===== src/rtl/arb_pkg.sv =====
// Shared definitions for the request arbiters: requester count, index and
// timeout-counter widths, and the arbiter state encoding.
package arb_pkg;

  localparam int NUM_REQ = 4;
  localparam int IDX_W   = 2;
  localparam int TO_W    = 8;

  typedef enum logic [0:0] {
    ARB_IDLE  = 1'b0,
    ARB_GRANT = 1'b1
  } arb_state_t;

endpackage


===== src/rtl/rr_pick.sv =====
// Combinational rotating-priority select: returns the first set request bit
// found when searching ptr, ptr+1, ptr+2, ptr+3 (mod 4).
module rr_pick
  import arb_pkg::*;
(
  input  logic [NUM_REQ-1:0] req,
  input  logic [IDX_W-1:0]   ptr,
  output logic [IDX_W-1:0]   idx,
  output logic               any
);

  logic [NUM_REQ-1:0] rot_s;
  logic [IDX_W-1:0]   off_s;

  // Rotate requests so bit 0 is the current highest-priority requester.
  always_comb begin
    rot_s = req;
    case (ptr)
      2'd0:    rot_s = req;
      2'd1:    rot_s = {req[0],   req[3:1]};
      2'd2:    rot_s = {req[1:0], req[3:2]};
      2'd3:    rot_s = {req[2:0], req[3]};
      default: rot_s = req;
    endcase
  end

  // Priority-encode the rotated vector into an offset from ptr.
  always_comb begin
    off_s = 2'd0;
    casez (rot_s)
      4'b???1: off_s = 2'd0;
      4'b??10: off_s = 2'd1;
      4'b?100: off_s = 2'd2;
      4'b1000: off_s = 2'd3;
      default: off_s = 2'd0;
    endcase
  end

  assign idx = ptr + off_s;
  assign any = |req;

endmodule


===== src/rtl/rr_arbiter4.sv =====
// Four-requester round-robin arbiter driving a 2-to-4 grant decoder.
// Optional grant timeout is built when RR_ARBITER4_TIMEOUT_EN is defined.
module rr_arbiter4
  import arb_pkg::*;
#(
  parameter int TIMEOUT = 16
) (
  input  logic               clk,
  input  logic               rst_n,
  input  logic [NUM_REQ-1:0] req,
  input  logic               done,
  output logic               s1,
  output logic               s0,
  output logic               En,
  output logic               expired
);

  arb_state_t       state_r, state_nxt_s;
  logic [IDX_W-1:0] ptr_r, ptr_nxt_s;
  logic [IDX_W-1:0] sel_r, sel_nxt_s;
  logic             en_r, en_nxt_s;
  logic             expired_r, expired_nxt_s;
  logic [IDX_W-1:0] pick_idx_s;
  logic             pick_any_s;
  logic             release_s;
  logic             timeout_s;

  rr_pick u_pick (
    .req (req),
    .ptr (ptr_r),
    .idx (pick_idx_s),
    .any (pick_any_s)
  );

  assign release_s = done | ~req[sel_r];

`ifdef RR_ARBITER4_TIMEOUT_EN
  localparam logic [TO_W-1:0] TO_LAST = TO_W'(TIMEOUT - 1);
  logic [TO_W-1:0] cnt_r;

  // Grant-length counter: held at zero in IDLE, so it starts at 0 on GRANT entry.
  always_ff @(posedge clk) begin
    if (!rst_n) begin
      cnt_r <= {TO_W{1'b0}};
    end else if (state_r == ARB_GRANT) begin
      cnt_r <= cnt_r + {{(TO_W-1){1'b0}}, 1'b1};
    end else begin
      cnt_r <= {TO_W{1'b0}};
    end
  end

  assign timeout_s = (cnt_r == TO_LAST);
`else
  logic unused_timeout_s;
  assign unused_timeout_s = ^TIMEOUT;
  assign timeout_s        = 1'b0;
`endif

  // Next-state and next-output logic; a normal release wins over a timeout.
  always_comb begin
    state_nxt_s   = state_r;
    ptr_nxt_s     = ptr_r;
    sel_nxt_s     = sel_r;
    en_nxt_s      = 1'b0;
    expired_nxt_s = 1'b0;
    case (state_r)
      ARB_IDLE: begin
        if (pick_any_s) begin
          state_nxt_s = ARB_GRANT;
          sel_nxt_s   = pick_idx_s;
          en_nxt_s    = 1'b1;
        end else begin
          state_nxt_s = ARB_IDLE;
        end
      end
      ARB_GRANT: begin
        if (release_s) begin
          state_nxt_s = ARB_IDLE;
          ptr_nxt_s   = sel_r + 2'd1;
        end else if (timeout_s) begin
          state_nxt_s   = ARB_IDLE;
          ptr_nxt_s     = sel_r + 2'd1;
          expired_nxt_s = 1'b1;
        end else begin
          en_nxt_s = 1'b1;
        end
      end
      default: begin
        state_nxt_s = ARB_IDLE;
      end
    endcase
  end

  // State, pointer and registered decoder outputs.
  always_ff @(posedge clk) begin
    if (!rst_n) begin
      state_r   <= ARB_IDLE;
      ptr_r     <= 2'd0;
      sel_r     <= 2'd0;
      en_r      <= 1'b0;
      expired_r <= 1'b0;
    end else begin
      state_r   <= state_nxt_s;
      ptr_r     <= ptr_nxt_s;
      sel_r     <= sel_nxt_s;
      en_r      <= en_nxt_s;
      expired_r <= expired_nxt_s;
    end
  end

  assign s1      = sel_r[1];
  assign s0      = sel_r[0];
  assign En      = en_r;
  assign expired = expired_r;

endmodule


===== config.mk =====
export PLATFORM = sky130hd
export DESIGN_NAME = rr_arbiter4
export DESIGN_NICKNAME = d
export VERILOG_FILES = /design/src/rtl/arb_pkg.sv /design/src/rtl/rr_pick.sv /design/src/rtl/rr_arbiter4.sv
export SDC_FILE = /design/constraint.sdc
export NUM_CORES = 1
export LEC_CHECK = 0
export BUFFER_PORTS_ARGS = -buffer_cell sky130_fd_sc_hd__buf_2
export CORE_AREA = 4 4 41 43
export DETAILED_ROUTE_END_ITERATION = 12
export DIE_AREA = 0 0 45 47
export GPL_ROUTABILITY_DRIVEN = 1
export GPL_TIMING_DRIVEN = 1
export PLACE_DENSITY_LB_ADDON = 0.08
export SLEW_MARGIN = 25
export SYNTH_ARGS = -nofsm -noshare
export SYNTH_HDL_FRONTEND = slang
export SYNTH_SLANG_ARGS = --single-unit
export TNS_END_PERCENT = 30

===== constraint.sdc =====
create_clock -name clk -period 2.5 [get_ports clk]
set_input_delay 0.5 -clock clk [delete_from_list [all_inputs] [get_ports clk]]
set_output_delay 0.5 -clock clk [all_outputs]
set_load 0.05 [all_outputs]

* Word level (Yosys, flattened, before mapping)
Index checks and enable logic that the tools add are counted.
** Operators by class
- $add $sub $neg :: 2
- Magnitude comparators :: 1
- Equality and inequality tests :: 6
- Mux-type cells :: 7
- Bitwise operators :: 3
- Reductions and logical operators :: 4
** Operators with widths (number)
- one-hot mux 4 bit (4 select lines) :: 1
- equality test 2 bit, second input constant :: 3
- one-hot mux 2 bit (3 select lines) :: 1
- equality test 4 bit, second input constant :: 1
- AND reduction 2 bit :: 2
- OR reduction 4 bit :: 1
- equality test 3 bit, second input constant :: 1
- less-than comparator 2 x 3 -> 1 bit, second input constant :: 1
- 2-to-1 mux 1 bit :: 3
- adder 2 x 1 -> 2 bit, second input constant :: 1
- adder 2 bit :: 1
- binary-select mux 1 bit (select 2 bit) :: 1
- equality test 2 x 1 -> 1 bit, second input constant :: 1
- zero test 2 bit :: 1
- inverter 1 bit :: 2
- one-hot mux 1 bit (2 select lines) :: 1
- OR 1 bit :: 1
** Word-level totals
- Bits in registers :: 5
- Logic and storage cells :: 26

* Logic depth before layout (Yosys ltp)
Gate-level depths: netlist of the first run.
- Word-level depth :: 6
- Gate-level depth with buffers :: 9

* Cells and area by module
From an unflattened synthesis of the first run, not the netlist that was laid out.
** Unflattened totals
- Cells, all modules :: 50
- Area total of the unflattened synthesis :: 440.4 um^2
** Modules (own cells, without submodules)
- rr_arbiter4 :: times used 1, cells each 26, area each 257.7 um^2
- rr_pick :: times used 1, cells each 24, area each 182.7 um^2

* Least setup slack after synthesis of the first run
Ideal clock, no wire load.
- Path type :: input to register
- Start point :: input req[2]
- End point :: register sel_r[1]
- Arrival :: 1.568 ns
- Data required time :: 2.371 ns
- Setup slack :: 0.803 ns
- Stages on the path :: 9
- Cell sequence :: buf_4 -> nor2_1 -> nor3_1 -> a21oi_1 -> nand2_1 -> ha_1 -> xnor2_1 -> xnor2_1 -> a21oi_1
** On the way
- Word-level cells in the longest chain between the ends :: 4
** Ends and longest elaborated chain
- from (decl) :: RTL line rr_arbiter4.sv:10 : input logic [NUM_REQ-1:0] req,
- one-hot mux 4 bit (4 select lines) :: RTL line rr_pick.sv:18 : case (ptr)
- equality test 4 bit (tied with other cells) :: RTL line rr_pick.sv:30 : casez (rot_s)
- one-hot mux 2 bit (3 select lines) :: RTL line rr_pick.sv:30
- adder 2 bit :: RTL line rr_pick.sv:39 : assign idx = ptr + off_s;
- to (signal assigned) :: RTL line rr_arbiter4.sv:105 : sel_r <= sel_nxt_s;
- to (decl) :: RTL line rr_arbiter4.sv:20 : logic [IDX_W-1:0] sel_r, sel_nxt_s;
Several ways; a longest one is shown, not always the timed one.
A chain may end at the register's enable or synchronous reset.

* Final worst setup path of the first run
- Start point :: register ptr_r[0]
- End point :: register sel_r[1]
** On the way
- Word-level cells in the longest chain between the ends :: 5
** Ends and longest elaborated chain
- from (decl) :: RTL line rr_arbiter4.sv:19 : logic [IDX_W-1:0] ptr_r, ptr_nxt_s;
- from (signal assigned) :: RTL line rr_arbiter4.sv:104 : ptr_r <= ptr_nxt_s;
- equality test 2 bit (tied with other cells) :: RTL line rr_pick.sv:18
- one-hot mux 4 bit (4 select lines) :: RTL line rr_pick.sv:18
- equality test 4 bit (tied with other cells) :: RTL line rr_pick.sv:30
- one-hot mux 2 bit (3 select lines) :: RTL line rr_pick.sv:30
- adder 2 bit (*) :: RTL line rr_pick.sv:39
Mark *: on every way between the ends. The rest lies on a longest branch, timed or not.

==> results_dict.tcl, run 1 <==
set metrics [dict create \
    period_needed_ps 1620 \
    placed_area_um2 455 \
    fin_skew_ps 5.35 \
    pre_cts_ws_ps 620 \
    ys_ff_latch 5 \
    yosys.area_share.simple 0.221 \
    drt_first_pass_iters 2 \
    rsz0062_at_grt "no" \
    path_max_fanout 12 \
    grt_overflow 0 \
    post_cts_buffers 0 \
    post_cts_hold_buffer_count 0 \
    timing_worst_setup_path_type "flip-flop to flip-flop" \
    synth_cell_types 25 \
    antenna_found_initial 0 \
    final-setup-viol-count 0 \
    grt_pass1_vias 368 \
    synth_area_leaders "dfxtp_1 23%, nor2_1 8.6%, mux2i_1 6.9%" \
    final_layout_size_suffix_gt1_frac 0.212 \
    gr-usage-met3 0.0268 \
    final_util 0.370 \
    tritoncts "done" \
    syn_nets 66 \
    min_path_type "input port to flip-flop" \
    grt.busiest_layer "met2" \
    finalHoldViolations 0 \
    place_congestion 0.712 \
    grt_max_degree 13 \
    worstHoldStart "rst_n" \
    synth-xor-area-share 0.0602 \
    r2r-end "sel_r[1]" \
    dieArea_mm2 0.00212 \
    wl_um 883 \
    vias_per_cell 4.90 \
    ys_seq_area_frac 0.229 \
    synthAdderAreaFrac 0.0287 \
    crit_required_ps 2620 \
    htree_levels 1 \
    setup_tns_ps 0 \
    p_leak_nw 0.205 \
    synthToLayoutAreaGrowth_pct 10.3 \
    grt_pass1_wl_um 1570 \
    syn-cell-area_um2 437 \
    gr-usage-all-layers 0.101 \
    rr_worst_depth 7 \
    num-fill-cells 166 \
    cts_sinks 5 \
    final_max_slew_viol_count 0 \
    power_density_mw_per_mm2 661 \
    synth_top_family_by_area "compound AO/OA/AOI/OAI gates" \
    rrSetupSlack_ps 880 \
    use_met1 0.141 \
    drtIter0Drc 2 \
    endpoint_kind "flip-flop" \
    wl_per_cell_um 10.9 \
    global_route.usage.met2 0.150 \
    synthMuxAreaShare 0.0688 \
    num_vias 397 \
    whs_endpoint "ptr_r[1]" \
    dpl.hpwl_um 674 \
    cts_buffers 3 \
    synth-compound-area-share 0.255 \
    fmax_mhz 617 \
    clk_path_buf_depth 2 \
    antenna_left 0 \
    fin_crit_sh 0.648 \
    ios 11 \
    finalWorstSetupSlack_ps 879 \
    die_y_um 47 \
    die_width_um 45 \
    io_buffer_count 9 \
    coreArea_mm2 0.00130 \
    finalNetCount 75 \
    yosys.area.top_type "dfxtp_1" \
    avgSynthCellArea_um2 7.53 \
    clk_latency_ps 240 \
    initial_utilization 0.336 \
    worstPathArrival_ps 1740 \
    clk_pin_slew_worst_paths_ps 40 \
    cp-start-kind "flip-flop" \
    drv_cap 0 \
    fin_area_um2 482 \
    status "completed" \
    fin_hold_ws_ps 531 \
    hold-path-cell-count 2 \
    cts_resized 0 \
    r2r-start "ptr_r[0]" \
    yosys_warnings 0 \
    cts_root_buf "clkbuf_4" \
    drc_errors 0 \
    diodes 0 \
    vdd_ir_drop_max_uv 332 \
    netlist.area_leader.share 0.229 \
    num_rows 13 \
    synthCells 58 \
]
-- flip-flops by register name (all words and copies together) (netlist names) --
signal and cells:
ptr_r 2, sel_r 2, En 1
-- report_power, final --
| group | total [W] | internal, W | switching, W | leakage (nW) |
|---|---|---|---|---|
| sequential | 0.000112 | 0.0000916 | 0.0000205 | 0.0413 |
| combinational | 0.000115 | 0.0000438 | 0.0000714 | 0.149 |
| clock | 0.0000913 | 0.0000602 | 0.0000311 | 0.0150 |
-- Yosys cell counts --
cell type,count
xor2_1,1
nor3_1,1
or3_1,1
o21ai_0,3
inv_1,3
o32ai_1,2
conb_1,1
nand2b_1,4
a311oi_1,1
a31o_1,1
xnor2_1,2
buf_6,2
o311ai_0,1
nand2_1,3
a32oi_1,1
ha_1,1
o22ai_1,1
a21oi_1,4
dfxtp_1,5
nor4_1,1
nor2_1,10
a21oi_2,2
mux2i_1,3
buf_4,3
nand3_1,1
-- critical path: stages (launching register included) --
cell and delay, ps:
dfxtp_1 540, o22ai_1 140, o21ai_0 180, nand2_1 80
ha_1 190, xnor2_1 160, xnor2_1 140, a21oi_1 80
-- final cells by class --
| cell class | instances | area (µm²) | area share |
|---|---|---|---|
| clock buffer | 4 | 26.3 | 0.0545 |
| inverter | 3 | 11.3 | 0.0234 |
| multi-input combinational | 45 | 280 | 0.582 |
| sequential | 5 | 100 | 0.208 |
| tap | 15 | 18.8 | 0.0390 |
| timing repair buffer | 9 | 45.0 | 0.0935 |
-- worst max-delay path by stage --
stage / from / slack, ps / endpoint / cells past startpoint
finish: ptr_r[0] / 880 / sel_r[1] / 7
global route: ptr_r[0] / 700 / sel_r[1] / 7
CTS: ptr_r[0] / 860 / sel_r[1] / 7
detailed placement: req[3] / 620 / sel_r[1] / 9
global placement: req[2] / 650 / sel_r[1] / 9
floorplan: req[2] / 800 / sel_r[1] / 9
-- stage by stage --
step / std cells / total power, W
2_1_floorplan: 58 / 0.000210
3_3_place_gp: 77 / 0.000231
3_5_place_dp: 77 / 0.000229
4_1_cts: 81 / 0.000325
5_1_grt: 81 / 0.000344
6_report: 81 / 0.000319
-- layout by cell type, fill, tap and decap left out, types with 2 or more instances in the layout --
cell type  instances
o32ai_1            2
nor2_1            10
clkbuf_4           3
mux2i_1            3
nand2_1            3
dfxtp_1            5
nand2b_1           4
a21oi_1            4
o21ai_0            3
buf_2              9
a21oi_2            2
xnor2_1            2
inv_1              3
-- routing by layer --
metal  vias up  routed length [µm]
met5         -                   0
met4         0                   0
met3         0                  34
met2         6                 404
met1       171                 444
li1        220                   -
-- cell families after synthesis --
| kind of cell | after synthesis |
|---|---|
| simple gates | 21 |
| compound gates | 16 |
| buf+inv | 8 |
| flops | 5 |
| xor+xnor | 3 |
| mux | 3 |
| fa+ha+maj | 1 |
| other cells | 1 |
Note: power is estimated with default switching activity, not from simulation.
==> run 2, diff against run 1 <==
- clock period: 2.5 -> 1.55 ns (I/O delays scaled with it)
==> run 2 against run 1 <==
Die area stayed put. Highest routed layer unchanged. Sequential share of layout area is 2.2 points lower. Non-clock buffer count is 9 higher. Design area is 15% higher. First-iteration DRC count grew to 3.0 times the previous value. Register-to-register slack worse by 790 ps. Sequential power is 62% higher. Total power is 71% higher. Utilization is 5.4 points higher. Clock power is 65% higher. Wire length is 15% higher.
==> results_dict.tcl, run 2 (synthesis gave the netlist of run 1 again) <==
set metrics [dict create \
    rrSetupSlack_ps 90 \
    cp-start-kind "flip-flop" \
    r2r-start "ptr_r[0]" \
    htree_levels 1 \
    pre_cts_ws_ps -83.0 \
    worst_path_most_repeated_cell "xnor2_1" \
    path_max_fanout 9 \
    coreArea_mm2 0.00130 \
    finalNetCount 84 \
    status "completed" \
    cpPeakStageDelay_ps 360 \
    clk_pin_slew_worst_paths_ps 50 \
    die_y_um 47 \
    final_max_slew_viol_count 0 \
    setup_tns_ps 0 \
    cts_root_buf "clkbuf_4" \
    grt_pass1_wl_um 1760 \
    finalWorstSetupSlack_ps 93.0 \
    power_frac_seq 0.332 \
    switching_power_w 0.000208 \
    crit_path_start "ptr_r[0]" \
    crit_required_ps 1660 \
    cts_sinks 5 \
    internal-power_w 0.000338 \
    seqCellArea_um2 103 \
    num_vias 443 \
    wl_um 1020 \
    timing_worst_setup_path_type "flip-flop to flip-flop" \
    p_clk_frac 0.276 \
    worstHoldStart "rst_n" \
    fin_skew_ps 2.24 \
    cp_slowest_cell "dfxtp_2" \
    rsz0062_at_grt "no" \
    drt_first_pass_iters 4 \
    layout_commonest_cell "nor2_1" \
    path_delay_family "compound AO/OA/AOI/OAI gates" \
    grt_overflow 0 \
    drv_cap 0 \
    worstPathArrival_ps 1570 \
    synthToLayoutAreaGrowth_pct 26.4 \
    num_rows 13 \
    cp_num_cells 7 \
    drtIter0Drc 6 \
    cp-endpoint "sel_r[1]" \
    rr_worst_depth 7 \
    initial_utilization 0.336 \
    clk_latency_ps 240 \
    fmax_mhz 686 \
    gr-usage-all-layers 0.117 \
    combPwrFrac 0.392 \
    ios 11 \
    vdd_ir_drop_max_uv 495 \
    dieArea_mm2 0.00212 \
    endpoint_kind "flip-flop" \
    place_congestion 0.722 \
    multi_input_area_um2 280 \
    final_util 0.424 \
    final_layout_size_suffix_gt1_frac 0.333 \
    grt_max_degree 10 \
    period_needed_ps 1460 \
    num-fill-cells 160 \
    finalHoldViolations 0 \
    final-setup-viol-count 0 \
    final_cell_mix "10 x nor2_1, 9 x buf_2, 9 x buf_4" \
    antenna_left 0 \
    antenna_found_initial 0 \
    dpl.hpwl_um 785 \
    diodes 0 \
    sw_frac_of_total 0.381 \
    die_width_um 45 \
    grt_pass1_vias 376 \
    clk_path_buf_depth 2 \
    vias_per_cell 4.92 \
    crit_chain "o311ai_1, o21ai_0, nand2_1, ha_1, xnor2_1, xnor2_1, a21oi_1" \
    post_cts_hold_buffer_count 0 \
    critPathBufInv 0 \
    drc_errors 0 \
    fin_crit_sh 0.940 \
    power_density_mw_per_mm2 990 \
    cts_buffers 3 \
    wl_per_cell_um 11.3 \
    r2r-end "sel_r[1]" \
    tritoncts "done" \
    min_path_type "input port to flip-flop" \
    p_leak_nw 0.251 \
    io_buffer_count 9 \
]
==> run 2: per-stage QoR <==
stage | hold WS, ps | instance area [µm²] | std cells | total power, W
6_report | 338 | 552 | 90 | 0.000546
5_1_grt | 344 | 552 | 90 | 0.000589
3_5_place_dp | 555 | 524 | 86 | 0.000397
2_1_floorplan | 441 | 438 | 58 | 0.000339
3_3_place_gp | 561 | 524 | 86 | 0.000398
4_1_cts | 327 | 551 | 90 | 0.000555
==> run 2: timing repair <==
action                                  CTS  global route
gates resized for setup                   1             1
pin swaps                                 0             0
endpoints found under the setup margin    1             1
setup buffers                             0             0
==> run 2: cell type report <==
type,count,area share
Clock buffer,4,0.0476
Tap cell,15,0.0340
Timing Repair Buffer,18,0.204
Sequential cell,5,0.186
Inverter,3,0.0204
Multi-Input combinational cell,45,0.508
==> run 2: worst min-delay path by stage <==
| stage | cells past startpoint | slack, ps | endpoint |
|---|---|---|---|
| final | 2 | 340 | ptr_r[1] |
| after global placement | 2 | 560 | En |
| after floorplan | 2 | 440 | sel_r[1] |
| after detailed placement | 2 | 560 | En |
| after global routing | 2 | 340 | ptr_r[1] |
| after CTS | 2 | 330 | ptr_r[1] |
==> run 2: metal layers <==
layer  vias to the layer above  track usage  wire [µm]
li1                        236            -          -
met1                       198        0.150        459
met2                         9        0.181        509
met3                         0       0.0345         45
met4                         0       0.0526          0
met5                         -            0          0
==> run 2: power by group through the flow <==
stage	sequential, W	clock [W]	combinational (W)
global route	0.000185	0.000165	0.000239
CTS	0.000180	0.000157	0.000217
detailed placement	0.000182	0	0.000215
global placement	0.000182	0	0.000216
finish	0.000181	0.000151	0.000214
floorplan	0.000213	0	0.000126
